===== config.mk =====
export PLATFORM = sky130hd
export DESIGN_NAME = loopback_rx_err_ctrl
export DESIGN_NICKNAME = d
export VERILOG_FILES = /design/src/rtl/loopback_pkg.sv /design/src/rtl/loopback_rx_err_ctrl_sat_counter.sv /design/src/rtl/loopback_rx_err_ctrl.sv
export SDC_FILE = /design/constraint.sdc
export NUM_CORES = 1
export LEC_CHECK = 0
export BUFFER_PORTS_ARGS = -buffer_cell sky130_fd_sc_hd__buf_2
export CELL_PAD_IN_SITES_DETAIL_PLACEMENT = 0
export CELL_PAD_IN_SITES_GLOBAL_PLACEMENT = 2
export CORE_MARGIN = 8
export CORE_UTILIZATION = 38
export DETAILED_ROUTE_END_ITERATION = 16
export PLACE_DENSITY_LB_ADDON = 0.1
export SLEW_MARGIN = 10
export SYNTH_ARGS = -nofsm -noshare
export SYNTH_HDL_FRONTEND = slang
export SYNTH_HIERARCHICAL = 1
export SYNTH_SLANG_ARGS = --single-unit

===== constraint.sdc =====
create_clock -name user_clk -period 4.2 [get_ports user_clk]
set_input_delay 0.21 -clock user_clk [delete_from_list [all_inputs] [get_ports user_clk]]
set_output_delay 0.21 -clock user_clk [all_outputs]
set_load 0.01 [all_outputs]

===== src/rtl/loopback_pkg.sv =====
// Shared types and status-word layout for the loopback receive error controller.
package loopback_pkg;

    typedef enum logic [1:0] {
        ST_IDLE = 2'b00,
        ST_ARM  = 2'b01,
        ST_RUN  = 2'b10,
        ST_DONE = 2'b11
    } state_e;

    localparam int STATE_MSB     = 31;
    localparam int STATE_LSB     = 30;
    localparam int LOCK_FAIL_BIT = 29;
    localparam int SAT_BIT       = 28;
    localparam int CNT_W_DEF     = 28;

endpackage


===== src/rtl/loopback_rx_err_ctrl_sat_counter.sv =====
// Saturating up-counter with synchronous clear and a sticky flag that records
// any increment attempted while already at full scale.
module sat_counter #(
    parameter int W = 28
) (
    input  logic         clk,
    input  logic         rst_n,
    input  logic         clr,
    input  logic         inc,
    output logic [W-1:0] cnt_next,
    output logic         ovf_next
);

    logic [W-1:0] cnt_q, cnt_d;
    logic         ovf_q, ovf_d;
    logic [W:0]   inc_res;

    // Result is {increment_blocked, new_value}.
    function automatic logic [W:0] sat_inc(input logic [W-1:0] v);
        if (&v) return {1'b1, v};
        return {1'b0, v + W'(1)};
    endfunction

    always_comb begin
        cnt_d   = cnt_q;
        ovf_d   = ovf_q;
        inc_res = sat_inc(cnt_q);
        if (clr) begin
            cnt_d = '0;
            ovf_d = 1'b0;
        end else if (inc) begin
            cnt_d = inc_res[W-1:0];
            ovf_d = ovf_q | inc_res[W];
        end
    end

    always_ff @(posedge clk or negedge rst_n) begin
        if (!rst_n) begin
            cnt_q <= '0;
            ovf_q <= 1'b0;
        end else begin
            cnt_q <= cnt_d;
            ovf_q <= ovf_d;
        end
    end

    assign cnt_next = cnt_d;
    assign ovf_next = ovf_d;

endmodule


===== src/rtl/loopback_rx_err_ctrl.sv =====
// Sequences one loopback error-measurement run (arm on lock, count over a window)
// and publishes state, flags and error count as a packed 32-bit status word.
module loopback_rx_err_ctrl
    import loopback_pkg::*;
#(
    parameter int CNT_W        = CNT_W_DEF,
    parameter int WIN_W        = 32,
    parameter int LOCK_HOLD    = 16,
    parameter int LOCK_TIMEOUT = 65536
) (
    input  logic             user_clk,
    input  logic             user_rst_n,
    input  logic             ctrl_start,
    input  logic [WIN_W-1:0] ctrl_window,
    input  logic             rx_valid,
    input  logic             rx_err,
    input  logic             rx_lock,
    output logic [31:0]      reg_data_out,
    output logic             busy,
    output logic             done_pulse
);

    localparam int HOLD_W = $clog2(LOCK_HOLD + 1);
    localparam int TMO_W  = $clog2(LOCK_TIMEOUT + 1);

    state_e             state_q, state_d;
    logic               start_dly_q;
    logic [WIN_W-1:0]   win_cnt_q, win_cnt_d;
    logic [HOLD_W-1:0]  hold_cnt_q, hold_cnt_d;
    logic [TMO_W-1:0]   tmo_cnt_q, tmo_cnt_d;
    logic               lock_fail_q, lock_fail_d;
    logic               err_clr, err_inc;
    logic [CNT_W-1:0]   err_cnt_d;
    logic               sat_d;
    logic [31:0]        reg_data_q, reg_data_d;
    logic               busy_q, busy_d;
    logic               done_q, done_d;
    logic               start_edge;

    assign start_edge = ctrl_start & ~start_dly_q;

    always_comb begin
        state_d     = state_q;
        win_cnt_d   = win_cnt_q;
        hold_cnt_d  = hold_cnt_q;
        tmo_cnt_d   = tmo_cnt_q;
        lock_fail_d = lock_fail_q;
        err_clr     = 1'b0;
        err_inc     = 1'b0;
        case (state_q)
            ST_IDLE, ST_DONE: begin
                if (start_edge) begin
                    err_clr     = 1'b1;
                    lock_fail_d = 1'b0;
                    win_cnt_d   = ctrl_window;
                    hold_cnt_d  = '0;
                    tmo_cnt_d   = '0;
                    state_d     = ST_ARM;
                end
            end
            ST_ARM: begin
                tmo_cnt_d  = tmo_cnt_q + TMO_W'(1);
                hold_cnt_d = rx_lock ? hold_cnt_q + HOLD_W'(1) : '0;
                // Lock qualification beats the timeout when both land together.
                if (rx_lock && hold_cnt_q == HOLD_W'(LOCK_HOLD - 1)) begin
                    state_d = ST_RUN;
                end else if (tmo_cnt_q == TMO_W'(LOCK_TIMEOUT - 1)) begin
                    lock_fail_d = 1'b1;
                    state_d     = ST_DONE;
                end
            end
            ST_RUN: begin
                if (win_cnt_q == '0) begin
                    state_d = ST_DONE;
                end else if (rx_valid) begin
                    win_cnt_d = win_cnt_q - WIN_W'(1);
                    err_inc   = rx_err;
                    if (win_cnt_q == WIN_W'(1)) state_d = ST_DONE;
                end
                // A lock drop still counts this cycle's word but ends the run.
                if (!rx_lock) begin
                    lock_fail_d = 1'b1;
                    state_d     = ST_DONE;
                end
            end
            default: ;
        endcase
    end

    sat_counter #(.W(CNT_W)) u_err_cnt (
        .clk      (user_clk),
        .rst_n    (user_rst_n),
        .clr      (err_clr),
        .inc      (err_inc),
        .cnt_next (err_cnt_d),
        .ovf_next (sat_d)
    );

    always_comb begin
        reg_data_d                     = '0;
        reg_data_d[STATE_MSB:STATE_LSB] = state_d;
        reg_data_d[LOCK_FAIL_BIT]      = lock_fail_d;
        reg_data_d[SAT_BIT]            = sat_d;
        reg_data_d[CNT_W-1:0]          = err_cnt_d;
        busy_d = (state_d == ST_ARM) || (state_d == ST_RUN);
        done_d = (state_d == ST_DONE) && (state_q != ST_DONE);
    end

    always_ff @(posedge user_clk or negedge user_rst_n) begin
        if (!user_rst_n) begin
            state_q     <= ST_IDLE;
            start_dly_q <= 1'b0;
            win_cnt_q   <= '0;
            hold_cnt_q  <= '0;
            tmo_cnt_q   <= '0;
            lock_fail_q <= 1'b0;
            reg_data_q  <= '0;
            busy_q      <= 1'b0;
            done_q      <= 1'b0;
        end else begin
            state_q     <= state_d;
            start_dly_q <= ctrl_start;
            win_cnt_q   <= win_cnt_d;
            hold_cnt_q  <= hold_cnt_d;
            tmo_cnt_q   <= tmo_cnt_d;
            lock_fail_q <= lock_fail_d;
            reg_data_q  <= reg_data_d;
            busy_q      <= busy_d;
            done_q      <= done_d;
        end
    end

    assign reg_data_out = reg_data_q;
    assign busy         = busy_q;
    assign done_pulse   = done_q;

endmodule


==> results.toml <==
[floorplanning]
start_util_pct = 38.5
core_sq_um = 16500
fp.dieW_microns = 145
die_area_sq_um = 21100
ioPinCount = 72
fp.dieH_microns = 145
fp-row-count = 47

[global_route]
grt_max_degree = 119
grt_pass1_wl_microns = 26100
antenna_found_initial = 0
grt_usage_pct = 15.1
grt_pass1_vias = 5027
gr-total-overflow = 0

[yosys]
synth_xor_area_share_pct = 1.38
yosys_warnings = 6
async_flop_share_pct = 100
synth_enable_flop_cells = 0
synth_ff_type = "dfrtp_1"
ys_seq_elements = 118
yosysTopAreaCell = "dfrtp_1"
synth_top_cell_area_share_pct = 46.6
syn_area_sq_um = 6340
avgSynthCellArea_sq_um = 9.81
synth_common_cells = "dfrtp_1, nor2_1, a21oi_1"
synth_compound_area_share_pct = 18.5
yosys-mux-area-fraction_pct = 4.50
synth_most_common_cell = "dfrtp_1"
ys_seq_area_share_pct = 46.6
syn_nets = 696
synth_top_family_by_area = "simple AND/OR/NAND/NOR gates"
synth-simple-area-share_pct = 22.4
synthAdderAreaFrac_pct = 2.37
synth_cells = 646
synth_cell_types = 66
synth.area.top_cells = "dfrtp_1, nor2_1, o22a_1"

[clock_tree]
cts_resized = 0
cts-root-buf = "clkbuf_16"
clock_path_buffers = 2
clk_pin_slew_worst_paths_ns = 0.06
cts_sinks = 118
cts_made_buffers = 17
htreeDepth = 4
post-cts-setup-buffer-count = 0
cts_tree = "built"
clk_latency_ns = 0.41

[sta]
skew_ns = 0.00832
fin_crit_sh_pct = 80.3
finalSetupTns_ns = 0
post-route-min-period_ns = 3.37
rsz0062_at_grt = "no"
worst_pin_slew_ns = 0.968
max_clock_freq_ghz = 0.297
finalSetupViolCount = 0
worst_slack_ns = 0.828
relSlewSlack_pct = 35.2
hold_viol_final = 0
drv_slew = 0

[layout]
final_cell_count_no_fill = 945
area_growth_pct = 19.5
diodes = 0
final_nets = 763
fillers = 1577
drive_above_1_share_pct = 22.2

[run_status]
outcome = "complete, no violations"

[drt]
drt_pass1_iterations = 5
routed_wl_microns = 15800
drc = 0
ant_nets = 0
num_vias = 5146
vias_per_cell = 5.45
wl_per_cell_microns = 16.7
drtIter0Drc = 252

[worst_setup_path]
critPathRequiredTime_ns = 4.51
cp-end-kind = "flip-flop"
crit_type = "reg2reg"
path_delay_family = "simple AND/OR/NAND/NOR gates"
cpPeakStageDelay_ns = 0.79
arrival_ns = 3.68
cpMostUsedCell = "buf_4"
critical_path.cell_chain = "nor4_1 -> buf_4 -> nand4_2 -> buf_4 -> o41ai_2 -> nor2_1 -> and4_1 -> nand4_1 -> or4_2 -> a21oi_1"
path_max_fanout = 14
crit_buf_inv = 2
slowest_stage = "or4_2"
setup.worst_path.start_class = "flip-flop"

[flow_run]
max_cap_viol_count = 0

[placement]
place_ws_ns = 0.828
hpwl_microns = 10700
gp_congestion = 0.789
place_inst = 912
port_buffers = 71

[pwr]
powerDensity_nw_per_um2 = 526
irDropWorstVdd_mv = 0.286
p_leak_nw = 3.28

[min_path]
min_path_type = "in2reg"
per-stage QoR:
| step | power (mW) | hold slack [ns] | area, sq um | util, % |
|---|---|---|---|---|
| 3_3_place_gp | 2.30 | 0.344 | 6880 | 41.8 |
| 3_5_place_dp | 2.32 | 0.350 | 6880 | 41.8 |
| 2_1_floorplan | 2.08 | -0.0856 | 6340 | - |
| 4_1_cts | 4.03 | 0.0786 | 7580 | 46.0 |
| 6_report | 3.98 | 0.100 | 7580 | 46.0 |
| 5_1_grt | 4.19 | 0.0967 | 7580 | 46.0 |
path summary, 6_finish.rpt:
| kind | startpoint | end | slack, ns | cells past startpoint |
|---|---|---|---|---|
| worst max-delay path | win_cnt_q[12]$_DFFE_PN0P_ | reg_data_out[16]$_DFF_PN0_ | 0.83 | 10 |
| worst min-delay path | ctrl_window[31] | win_cnt_q[31]$_DFFE_PN0P_ | 0.10 | 2 |
| worst max register to register | win_cnt_q[12]$_DFFE_PN0P_ | reg_data_out[16]$_DFF_PN0_ | 0.83 | 10 |
| worst min register to register | hold_cnt_q[3]$_DFFE_PN0P_ | hold_cnt_q[3]$_DFFE_PN0P_ | 0.48 | 1 |
| max in group asynchronous | user_rst_n | u_err_cnt/cnt_q[23]$_DFF_PN0_ | 3.27 | 3 |
| min in group asynchronous | user_rst_n | busy$_DFF_PN0_ | 0.42 | 3 |
routing by layer:
layer  vias up  track usage [%]  wire, microns
met1      2517             19.8           7540
li1       2535                -              -
met5         -                0              0
met4         0             4.01            126
met3         8             3.73            564
met2        86             24.2           7570
cell type report:
class	count	area [sq um]	area share (%)
sequential	118	2950	39.0
clock buffer	23	488	6.44
timing repair buffer	82	458	6.04
tap	220	275	3.63
multi-input combinational	469	3120	41.1
clock inverter	8	193	2.54
inverter	25	93.8	1.24
kinds of logic (layout without fill, tap and decap cells):
group           count (synthesis)  after routing
simple gates                  258            258
compound gates                163            163
flops                         118            118
buf+inv                        59            138
mux                            26             26
fa+ha+maj                      12             12
xor+xnor                       10             10
repair_timing:
action	4_1_cts	5_1_grt
endpoints found under the hold margin	119	0
endpoints found under the setup margin	0	0
hold buffers	2	0
flip-flops by register name, indices dropped and copies added (netlist names):
signal and count:
start_dly_q 1, win_cnt_q 32, u_err_cnt/cnt_q 28, tmo_cnt_q 17
done_pulse 1, u_err_cnt/ovf_q 1, reg_data_out 32, busy 1
hold_cnt_q 5
cells in the final DEF, fill, tap and decap left out, types with 9 or more instances in the layout:
master / Yosys / routed
buf_4: 1 / 9
nand2_1: 42 / 42
nand4_1: 12 / 12
or3_1: 12 / 12
nor2b_1: 24 / 24
nor2_1: 67 / 67
inv_1: 25 / 25
a21oi_1: 43 / 43
o21ai_0: 18 / 18
nor3_1: 15 / 15
buf_2: 10 / 70
o21ba_2: 10 / 10
mux2_2: 19 / 19
o22a_1: 28 / 28
a31oi_1: 19 / 19
nor4_1: 18 / 18
nand3_1: 21 / 21
dfrtp_1: 118 / 118
ha_1: 12 / 11
clkbuf_16: 0 / 17
report_power, final:
part / switching (mW) / total [mW] / internal [mW]
registers: 0.232 / 1.57 / 1.34
clock network: 0.503 / 1.67 / 1.17
logic: 0.414 / 0.735 / 0.321
(Power assumes the default switching activity.)
